File: src/rtl/se_channel_scheduler_pkg.sv
// Shared types and channel-count helpers for the folded spatial encoder scheduler.
package se_sched_pkg;

    typedef enum logic [1:0] {
        MOD_GSR = 2'b00,
        MOD_ECG = 2'b01,
        MOD_EEG = 2'b10
    } modality_e;

    typedef enum logic [1:0] {
        ST_IDLE,
        ST_GSR,
        ST_ECG,
        ST_EEG
    } sched_state_e;

    localparam int GSR_CHANNELS_DEFAULT = 32;
    localparam int ECG_CHANNELS_DEFAULT = 77;
    localparam int EEG_CHANNELS_DEFAULT = 105;

    // Channel count of a modality for a given configuration; the unused 2'b11
    // encoding falls back to EEG so lookup tables stay fully populated.
    function automatic int channels_of(
        input modality_e m,
        input int        gsr_n,
        input int        ecg_n,
        input int        eeg_n
    );
        case (m)
            MOD_GSR: return gsr_n;
            MOD_ECG: return ecg_n;
            default: return eeg_n;
        endcase
    endfunction

endpackage

File: src/rtl/se_channel_scheduler_wrap_counter.sv
// Up-counter that wraps to zero after reaching a run-time selectable limit.
module wrap_counter #(
    parameter int WIDTH = 7
) (
    input  logic             clk,
    input  logic             rst,
    input  logic             clear,
    input  logic             inc,
    input  logic [WIDTH-1:0] limit,
    output logic [WIDTH-1:0] count,
    output logic             at_max
);

    logic [WIDTH-1:0] count_reg;
    logic [WIDTH-1:0] count_next;

    assign at_max = (count_reg == limit);
    assign count  = count_reg;

    always_comb begin
        count_next = count_reg;
        if (clear) begin
            count_next = '0;
        end else if (inc) begin
            count_next = at_max ? '0 : count_reg + WIDTH'(1);
        end
    end

    always_ff @(posedge clk) begin
        if (rst) begin
            count_reg <= '0;
        end else begin
            count_reg <= count_next;
        end
    end

endmodule

File: src/rtl/se_channel_scheduler.sv
// Walks fold -> modality -> channel for each accepted sample, one fetch beat per
// channel plus a flush beat closing every modality pass.
module se_channel_scheduler
    import se_sched_pkg::*;
#(
    parameter int NUM_FOLDS       = 1,
    parameter int NUM_FOLDS_WIDTH = 1,
    parameter int GSR_NUM_CHANNEL = GSR_CHANNELS_DEFAULT,
    parameter int ECG_NUM_CHANNEL = ECG_CHANNELS_DEFAULT,
    parameter int EEG_NUM_CHANNEL = EEG_CHANNELS_DEFAULT,
    parameter int CHANNEL_WIDTH   = 7
) (
    input  logic                       clk,
    input  logic                       rst,
    input  logic                       start_valid,
    output logic                       start_ready,
    output logic                       fetch_valid,
    input  logic                       fetch_ready,
    output logic [1:0]                 fetch_modality,
    output logic [CHANNEL_WIDTH-1:0]   fetch_channel,
    output logic [NUM_FOLDS_WIDTH-1:0] fetch_fold,
    output logic                       fetch_flush,
    output logic                       fetch_last,
    output logic                       busy,
    output logic                       done
);

    localparam logic [NUM_FOLDS_WIDTH-1:0] FOLD_MAX = NUM_FOLDS_WIDTH'(NUM_FOLDS - 1);

    sched_state_e state_reg, state_next;
    logic         flush_reg, flush_next;
    logic         done_reg, done_next;

    modality_e                  cur_mod;
    logic                       active;
    logic                       start_fire;
    logic                       fire;
    logic [CHANNEL_WIDTH-1:0]   ch_count;
    logic [CHANNEL_WIDTH-1:0]   ch_limit;
    logic                       ch_at_max;
    logic [NUM_FOLDS_WIDTH-1:0] fold_count;
    logic                       fold_at_max;
    logic [CHANNEL_WIDTH-1:0]   limit_table [4];

    // Last-channel index per modality encoding, indexed directly by cur_mod.
    for (genvar gi = 0; gi < 4; gi++) begin : g_limit
        assign limit_table[gi] = CHANNEL_WIDTH'(channels_of(modality_e'(2'(gi)),
                                                            GSR_NUM_CHANNEL,
                                                            ECG_NUM_CHANNEL,
                                                            EEG_NUM_CHANNEL) - 1);
    end

    always_comb begin
        cur_mod = MOD_GSR;
        case (state_reg)
            ST_ECG:  cur_mod = MOD_ECG;
            ST_EEG:  cur_mod = MOD_EEG;
            default: cur_mod = MOD_GSR;
        endcase
    end

    assign active     = (state_reg != ST_IDLE);
    assign start_fire = start_valid && !active;
    assign fire       = active && fetch_ready;
    assign ch_limit   = limit_table[cur_mod];

    // Channel index stays at zero during the flush beat, so it only advances
    // on non-flush fires and wraps naturally into the flush slot.
    wrap_counter #(
        .WIDTH (CHANNEL_WIDTH)
    ) u_channel_counter (
        .clk    (clk),
        .rst    (rst),
        .clear  (start_fire),
        .inc    (fire && !flush_reg),
        .limit  (ch_limit),
        .count  (ch_count),
        .at_max (ch_at_max)
    );

    wrap_counter #(
        .WIDTH (NUM_FOLDS_WIDTH)
    ) u_fold_counter (
        .clk    (clk),
        .rst    (rst),
        .clear  (start_fire),
        .inc    (fire && flush_reg && (state_reg == ST_EEG)),
        .limit  (FOLD_MAX),
        .count  (fold_count),
        .at_max (fold_at_max)
    );

    always_comb begin
        state_next = state_reg;
        flush_next = flush_reg;
        done_next  = 1'b0;
        case (state_reg)
            ST_IDLE: begin
                if (start_valid) begin
                    state_next = ST_GSR;
                    flush_next = 1'b0;
                end
            end
            default: begin
                if (fetch_ready) begin
                    if (flush_reg) begin
                        flush_next = 1'b0;
                        case (state_reg)
                            ST_GSR:  state_next = ST_ECG;
                            ST_ECG:  state_next = ST_EEG;
                            default: begin
                                state_next = fold_at_max ? ST_IDLE : ST_GSR;
                                done_next  = fold_at_max;
                            end
                        endcase
                    end else if (ch_at_max) begin
                        flush_next = 1'b1;
                    end
                end
            end
        endcase
    end

    always_ff @(posedge clk) begin
        if (rst) begin
            state_reg <= ST_IDLE;
            flush_reg <= 1'b0;
            done_reg  <= 1'b0;
        end else begin
            state_reg <= state_next;
            flush_reg <= flush_next;
            done_reg  <= done_next;
        end
    end

    assign start_ready    = !active;
    assign fetch_valid    = active;
    assign busy           = active;
    assign fetch_modality = cur_mod;
    assign fetch_channel  = ch_count;
    assign fetch_fold     = fold_count;
    assign fetch_flush    = flush_reg;
    assign fetch_last     = active && flush_reg && (state_reg == ST_EEG) && fold_at_max;
    assign done           = done_reg;

endmodule

File: config.mk
export PLATFORM = sky130hd
export DESIGN_NAME = se_channel_scheduler
export DESIGN_NICKNAME = d
export VERILOG_FILES = /design/src/rtl/se_channel_scheduler_pkg.sv /design/src/rtl/se_channel_scheduler_wrap_counter.sv /design/src/rtl/se_channel_scheduler.sv
export SDC_FILE = /design/constraint.sdc
export NUM_CORES = 1
export LEC_CHECK = 0
export ABC_CLOCK_PERIOD_IN_PS = 3200
export CAP_MARGIN = 20
export CORE_MARGIN = 4
export CORE_UTILIZATION = 23
export CTS_CLUSTER_DIAMETER = 40
export DETAILED_ROUTE_END_ITERATION = 7
export DONT_BUFFER_PORTS = 1
export SKIP_LAST_GASP = 1
export SLEW_MARGIN = 20
export SYNTH_ARGS = -nofsm -noshare
export SYNTH_HDL_FRONTEND = slang
export SYNTH_SLANG_ARGS = --single-unit
File: constraint.sdc
create_clock -name clk -period 3.2 [get_ports clk]
set_input_delay 0.96 -clock clk [delete_from_list [all_inputs] [get_ports clk]]
set_output_delay 0.96 -clock clk [all_outputs]
set_load 0.005 [all_outputs]
# After elaboration in Yosys (flattened, before gate mapping)

Cells that the tools add are included.

Register bits after elaboration: 12
Input bits: 4
Output and inout bits: 16
Word-level logic and storage cells: 52

Add/subtract/negate cells: 2
Magnitude comparators: 1
Equality and inequality tests: 5
Muxes and demuxes: 17
Bitwise operators: 4
Reduce and logical (&&, ||, !) cells: 18

Operators with widths:

| cell                  | number |
|---|---|
| $mux W7               | 3 |
| $bmux W7 S2           | 1 |
| $logic_and A1 B1 Y1   | 8 |
| $mux W2               | 4 |
| $pmux W2 S2           | 2 |
| $add A7 B1 Y7 const B | 1 |
| $eq A7 B7 Y1          | 1 |
| $mux W1               | 7 |
| $reduce_bool A2 Y1    | 3 |
| $reduce_or A6 Y1      | 1 |
| $eq A2 B2 Y1 const B  | 2 |
| $ge A3 B3 Y1 const B  | 1 |
| $not A1 Y1            | 3 |
| $not A2 Y3            | 1 |
| $reduce_and A3 Y1     | 1 |
| $eq A2 B1 Y1 const B  | 1 |
| $logic_not A1 Y1      | 2 |
| $logic_not A2 Y1      | 1 |
| $ne A2 B2 Y1 const B  | 1 |
| $reduce_and A2 Y1     | 1 |
| $reduce_or A2 Y1      | 1 |
| $add A1 B1 Y1 const B | 1 |

# Depth between registers and ports, before layout

Gate-level depths: netlist of run 1.

Depth after elaboration: 11
Mapped depth: 6
Gate-level depth less buffers: 6

# By module

Synthesis of run 1 repeated with hierarchy kept, for this count alone.

Cell total of the unflattened synthesis: 86
Area total of the unflattened synthesis: 779.5 um^2

By module, submodules not included:

| module                            | times used | cells each | area an instance (um^2) | sequential area each (um^2) |
|---|---|---|---|---|
| wrap_counter at u_channel_counter | 1          | 43         | 387.9                   | 140.1 |
| se_channel_scheduler              | 1          | 38         | 335.3                   | 80.1 |
| wrap_counter at u_fold_counter    | 1          | 5          | 56.3                    | 20.0 |

# Worst setup path after synthesis of run 1

Ideal clock, no wire load.

Kind: reg-to-output
Start: reg state_reg[0]
End: out fetch_last
Data arrival time: 0.986 ns
Required time: 2.240 ns
Path slack: 1.254 ns
Stages on the path, launching flop included: 5
Path buffers: 0
Cells stage by stage: dfxtp_1 > inv_1 > ha_1 > inv_1 > and3_1

Cells in the longest elaborated chain, start to end: 4
Elaborated cells on any way between the ends: 5
Classes of those cells: eq/ne: 1; reduce/logical: 4

Ends and longest elaborated chain:

| what                              | RTL line                    | RTL |
|---|---|---|
| start: declaration                | se_channel_scheduler.sv:30  | `sched_state_e state_reg, state_next;` |
| start signal: assignment          | se_channel_scheduler.sv:130 | `state_reg <= state_next;` |
| $reduce_bool A2 Y1                | se_channel_scheduler.sv:62  | `assign active = (state_reg != ST_IDLE);` |
| named net busy                    | se_channel_scheduler.sv:24  | `output logic busy,` |
| $logic_and A1 B1 Y1 (3 in series) | se_channel_scheduler.sv:143 | `assign fetch_last = active && flush_reg && (state_reg == ST_EEG) && fold_at_max;` |
| end: declaration                  | se_channel_scheduler.sv:23  | `output logic fetch_last,` |

The timed path passes the listed nets, and every way through them passes these cells.

# Final worst setup path of run 1

Same ends and word-level chain as after synthesis.

==> results of run 1 <==
power breakdown:
group,switching [mW],internal (mW)
clock network,0.0470,0.0483
logic,0.0214,0.0127
registers,0.00386,0.140
synth_stat cells:
cell,count
inv_1,4
nor3b_2,1
o32a_1,1
nand3b_1,1
and4bb_2,1
a311oi_1,1
mux2i_1,2
a22oi_2,1
conb_1,1
xor2_1,4
nor2_1,8
nand3_1,3
nand4_1,1
ha_1,6
nor4_1,2
and3_1,1
xnor2_1,2
o31ai_4,1
and2_1,1
nand2_1,7
a21oi_1,3
a31o_2,1
or2_1,1
and2b_1,1
and4_1,1
nor4b_2,1
buf_4,2
dfxtp_1,11
logic make-up after synthesis:
logic type               Yosys count  share of synthesized area (%)
AND/OR/NAND/NOR                   30                           26.5
flip-flops                        11                           33.8
AO/OA/AOI/OAI                      8                           11.7
adder cells (fa/ha/maj)            6                           11.5
XOR/XNOR                           6                           8.08
buffers and inverters              6                           4.61
multiplexers                       2                           3.08
other                              1                          0.576
worst max-delay path: cells and delay by family (launching register included):
kind          cells  cell delay [ps]
flops             1              330
fa+ha+maj         1              320
buf+inv           2              270
simple gates      1              220
placed cells by master, fill, tap and decap left out, types with 2 or more instances in the layout:
cell,netlist,layout
clkbuf_4,0,3
nor4_1,2,2
ha_1,6,6
inv_1,4,4
nor2_1,8,8
xnor2_1,2,2
nand3_1,3,3
nand2_1,7,7
dfxtp_1,11,11
xor2_1,4,4
a21oi_1,3,3
mux2i_1,2,2
routing by layer:
metal / wire length, um / share of wire, %
met2: 679 / 49
met1: 518 / 37
met5: 0 / 0
met4: 34 / 2.4
met3: 157 / 11
through the flow:
stage,setup slack (ps),power [mW],util [%],std cells
after floorplan,1250,0.178,-,70
after detailed placement,1100,0.183,24.7,99
after global routing,725,0.291,25.6,103
final,827,0.273,25.6,103
after global placement,1160,0.181,24.7,99
after CTS,806,0.277,25.6,103
how the worst min path moves through the flow:
stage                                endpoint  slack [ps]  cells past startpoint
CTS                 state_reg[1]$_SDFFE_PP0P_         520                      2
floorplan           state_reg[1]$_SDFFE_PP0P_         490                      2
detailed placement  state_reg[1]$_SDFFE_PP0P_         510                      2
global placement    state_reg[1]$_SDFFE_PP0P_         500                      2
global route        state_reg[1]$_SDFFE_PP0P_         550                      2
finish              state_reg[1]$_SDFFE_PP0P_         520                      2
cell type report:
class                      count  area (um2)  area share, %
clock buffer                   4        26.3           3.75
inverter                       4        15.0           2.14
multi-input combinational     53         400           57.1
sequential                    11         220           31.4
tap                           31        38.8           5.54
==> flow_summary.ini, run 1 <==
[flow_run]
drv_cap = 0

[setup_path]
crit_path_start = state_reg[0]$_SDFFE_PP0P_
r2r-start = state_reg[0]$_SDFFE_PP0P_
endpoint = fetch_last
r2r_setup_slack_ps = 1360
cp-end-kind = primary output
path_cells = inv_1, ha_1, inv_1, and3_1
critPathMaxFanout = 7
critPathKind = flip-flop to primary output
r2r.worst_path.cells = 6
critical_path.startpoint_type = flip-flop
critical_path.most_common_cell = inv_1
arrival_ps = 1410
cpPeakStageDelay_ps = 330
reg2reg_to = u_channel_counter.count[4]$_SDFFE_PP0P_
required_ps = 2240
slowest_stage = dfxtp_1

[timing]
clock.fmax_mhz = 421
final.setup_skew_ps = 2.34
tns_ps = 0
final_hold_viol_count = 0
finalSetupViolCount = 0
period_minus_slack_ps = 2370
hold_slack_ps = 520
finalCritPeriodShare_pct = 74.2
rsz0062_at_grt = no
finalMaxSlewViolations = 0

[placement]
gp_congestion = 0.814
dp_hpwl_um = 1110
post_dp_cell_area_um2 = 674
io_buffers = 0

[grt]
grt_util_met2_pct = 15.1
busiest_layer = met2
grtUsageMet3_pct = 3.35
grt_util_all_layers_pct = 8.56
antenna_found_initial = 0
grt_max_degree = 9
grt_pass1_wl_um = 2340
gr-total-overflow = 0
grt_use_met1_pct = 8.21
grt_pass1_vias = 498

[layout]
layout.nets = 83
largest_reg_flops = 7
finish.instance_area_um2 = 701
drive_gt1_share_pct = 12.5
nFillCells = 298
diodes = 0
syn_to_final_growth_pct = 7.69

[die]
design.core.area_um2 = 2730
die_w_um = 61.2
start_util_pct = 23.8
die_area_um2 = 3740
dieHeight_um = 61.2
rows = 19
num_io_pins = 20

[synth]
syn_area_um2 = 651
ys_seq_elements = 11
yosys.area.top_type_share_pct = 33.8
avgSynthCellArea_um2 = 9.29
yosysSeqAreaShare_pct = 33.8
yosys-top-cells-area = dfxtp_1 (34%), ha_1 (12%), xor2_1 (5.4%), nor2_1 (4.6%), nand2_1 (4.0%)
yosys_warnings = 0
synth_nets = 80
synth_cell_type_count = 28
synth_cells = 70
yosys.area.top_type = dfxtp_1

[clock_tree]
clockRootBuffer = clkbuf_4
clk_path_buf_depth = 2
clock-sinks = 11
cts.clk_slew.worst_paths_ps = 70
cts_hold_buf = 0
post_cts_resized = 0
post-cts-setup-buffers = 0
clk_latency_ps = 270
cts_max_level = 1
cts_tree = yes
cts_buffers = 3

[detailed_routing]
vias = 497
wl_per_cell_um = 13.5
ant_nets = 0
drtIter0Drc = 2
dr.pass1.iters = 4
drc = 0
viasPerCell = 4.83
drt_wl_total_um = 1390

[min_path]
hold_class = flip-flop to flip-flop
worstHoldStart = state_reg[1]$_SDFFE_PP0P_

[status]
status = finished, final reports clean

[power_and_ir_drop]
peakVddDrop_v = 0.000141
leakagePower_nw = 0.265
cellPowerDensity_nw_per_um2 = 390
Power figures use the tool's default switching activity.
==> run 2: changes to the inputs <==
ABC_CLOCK_PERIOD_IN_PS = 2400   (was 3200)
clock period = 2.4 ns   (was 3.2 ns; I/O delays follow)
==> run 2 against run 1 <==
  * First-iteration DRC count is the same
  * Non-clock buffer count unchanged
  * Clock skew hardly changed
  * Cell area unchanged
  * Hold slack got worse by 3.5 ps
  * Cell count did not move
  * Clock power is 29% higher
  * Via count rose by 0.80%
  * Global-route usage shrank 0.082 points
  * Sequential share of layout area unchanged
  * Wire length is 4.4% lower
  * Critical endpoint unchanged
  * Largest cell class unchanged
  * Largest power group unchanged
==> flow_summary.ini, run 2 (synthesis results as in run 1) <==
[grt]
grt_pass1_wl_um = 2370
grt_pass1_vias = 525
antenna_found_initial = 0
grt_util_all_layers_pct = 8.48
grt_max_degree = 9
gr-total-overflow = 0

[layout]
drive_gt1_share_pct = 12.5
layout.nets = 83
final_common_cell = dfxtp_1
mostFrequentLayoutCells = dfxtp_1 (11), nor2_1 (8), nand2_1 (7)
diodes = 0
syn_to_final_growth_pct = 7.69
finish.instance_area_um2 = 701
largest_reg_flops = 7

[setup_path]
critPathKind = flip-flop to primary output
r2r_setup_slack_ps = 560
cp-end-kind = primary output
critPathMaxFanout = 7
r2r-start = state_reg[0]$_SDFFE_PP0P_
reg2reg_to = u_channel_counter.count[2]$_SDFFE_PP0P_
critical_path.startpoint_type = flip-flop
arrival_ps = 1390
required_ps = 1680
r2r.worst_path.cells = 6

[clock_tree]
cts_hold_buf = 0
cts_buffers = 3
clk_path_buf_depth = 2
clockRootBuffer = clkbuf_4
clk_latency_ps = 260
cts_tree = yes
post_cts_resized = 0
post-cts-setup-buffers = 0
clock-sinks = 11
cts.clk_slew.worst_paths_ps = 70
cts_max_level = 1

[timing]
clock.fmax_mhz = 474
hold_slack_ps = 516
finalMaxSlewViolations = 0
finalSetupViolCount = 0
finalCritPeriodShare_pct = 88.0
tns_ps = 0
final.setup_skew_ps = 1.93
rsz0062_at_grt = no
final_hold_viol_count = 0
setup_slack_ps = 289
period_minus_slack_ps = 2110

[min_path]
hold_class = primary input to flip-flop
worstHoldStart = rst
min_delay_path_depth = 1
min_to = state_reg[1]$_SDFFE_PP0P_

[placement]
gp_congestion = 0.816
dp_hpwl_um = 1090
post_dp_cell_area_um2 = 674
io_buffers = 0
dp_slack_ps = 551

[power_and_ir_drop]
swShare_pct = 25.6
power_switching_uw = 92.3
power.clock.fraction_pct = 34.1
combPwrFrac_pct = 12.5
peakVddDrop_v = 0.000224
cellPowerDensity_nw_per_um2 = 514
internal_power_uw = 268
leakagePower_nw = 0.265
pwr-share-seq_pct = 53.4

[detailed_routing]
drt_wl_total_um = 1330
drc = 0
wl_per_cell_um = 12.9
viasPerCell = 4.86
ant_nets = 0
drtIter0Drc = 2
dr.pass1.iters = 2
vias = 501

[flow_run]
drv_cap = 0

[die]
start_util_pct = 23.8
die_w_um = 61.2
die_area_um2 = 3740
dieHeight_um = 61.2
rows = 19
design.core.area_um2 = 2730
num_io_pins = 20

[status]
status = finished, final reports clean
run 2: cell counts in the layout (fill, tap and decap cells not counted):
Identical to the previous run, type by type.
run 2: worst max-delay path by stage:
stage | from | end
floorplan | state_reg[0]$_SDFFE_PP0P_ | fetch_last
global placement | state_reg[1]$_SDFFE_PP0P_ | u_channel_counter.count[5]$_SDFFE_PP0P_
detailed placement | state_reg[0]$_SDFFE_PP0P_ | u_channel_counter.count[4]$_SDFFE_PP0P_
CTS | state_reg[0]$_SDFFE_PP0P_ | fetch_last
global route | state_reg[0]$_SDFFE_PP0P_ | fetch_last
finish | state_reg[0]$_SDFFE_PP0P_ | fetch_last
run 2: power by group through the flow:
| stage | clock network, mW | logic, mW | registers (mW) |
|---|---|---|---|
| global route | 0.141 | 0.0517 | 0.193 |
| CTS | 0.128 | 0.0460 | 0.192 |
| floorplan | 0 | 0.0421 | 0.195 |
| finish | 0.123 | 0.0450 | 0.192 |
| detailed placement | 0 | 0.0455 | 0.197 |
| global placement | 0 | 0.0448 | 0.196 |
run 2: routing by layer:
layer / up-vias / track usage, % / routed length [um]
li1: 246 / - / -
met1: 239 / 9.23 / 531
met2: 14 / 14.0 / 649
met3: 2 / 3.35 / 135
met4: 0 / 4.64 / 12
met5: - / 0 / 0
run 2: worst max-delay path: stages (launching register included):
cell and delay (ps):
dfxtp_1 330, inv_1 120, ha_1 310, inv_1 150, and3_1 220
run 2: layout make-up:
type,count,area [um2]
Multi-Input combinational cell,53,400
Sequential cell,11,220
Tap cell,31,38.8
Fill cell,294,2030
Clock buffer,4,26.3
Inverter,4,15.0
run 2: metrics by stage:
stage / instances / power, mW / util [%]
final: 103 / 0.360 / 25.6
after detailed placement: 99 / 0.242 / 24.7
after global routing: 103 / 0.386 / 25.6
after global placement: 99 / 0.241 / 24.7
after CTS: 103 / 0.366 / 25.6
after floorplan: 70 / 0.237 / -
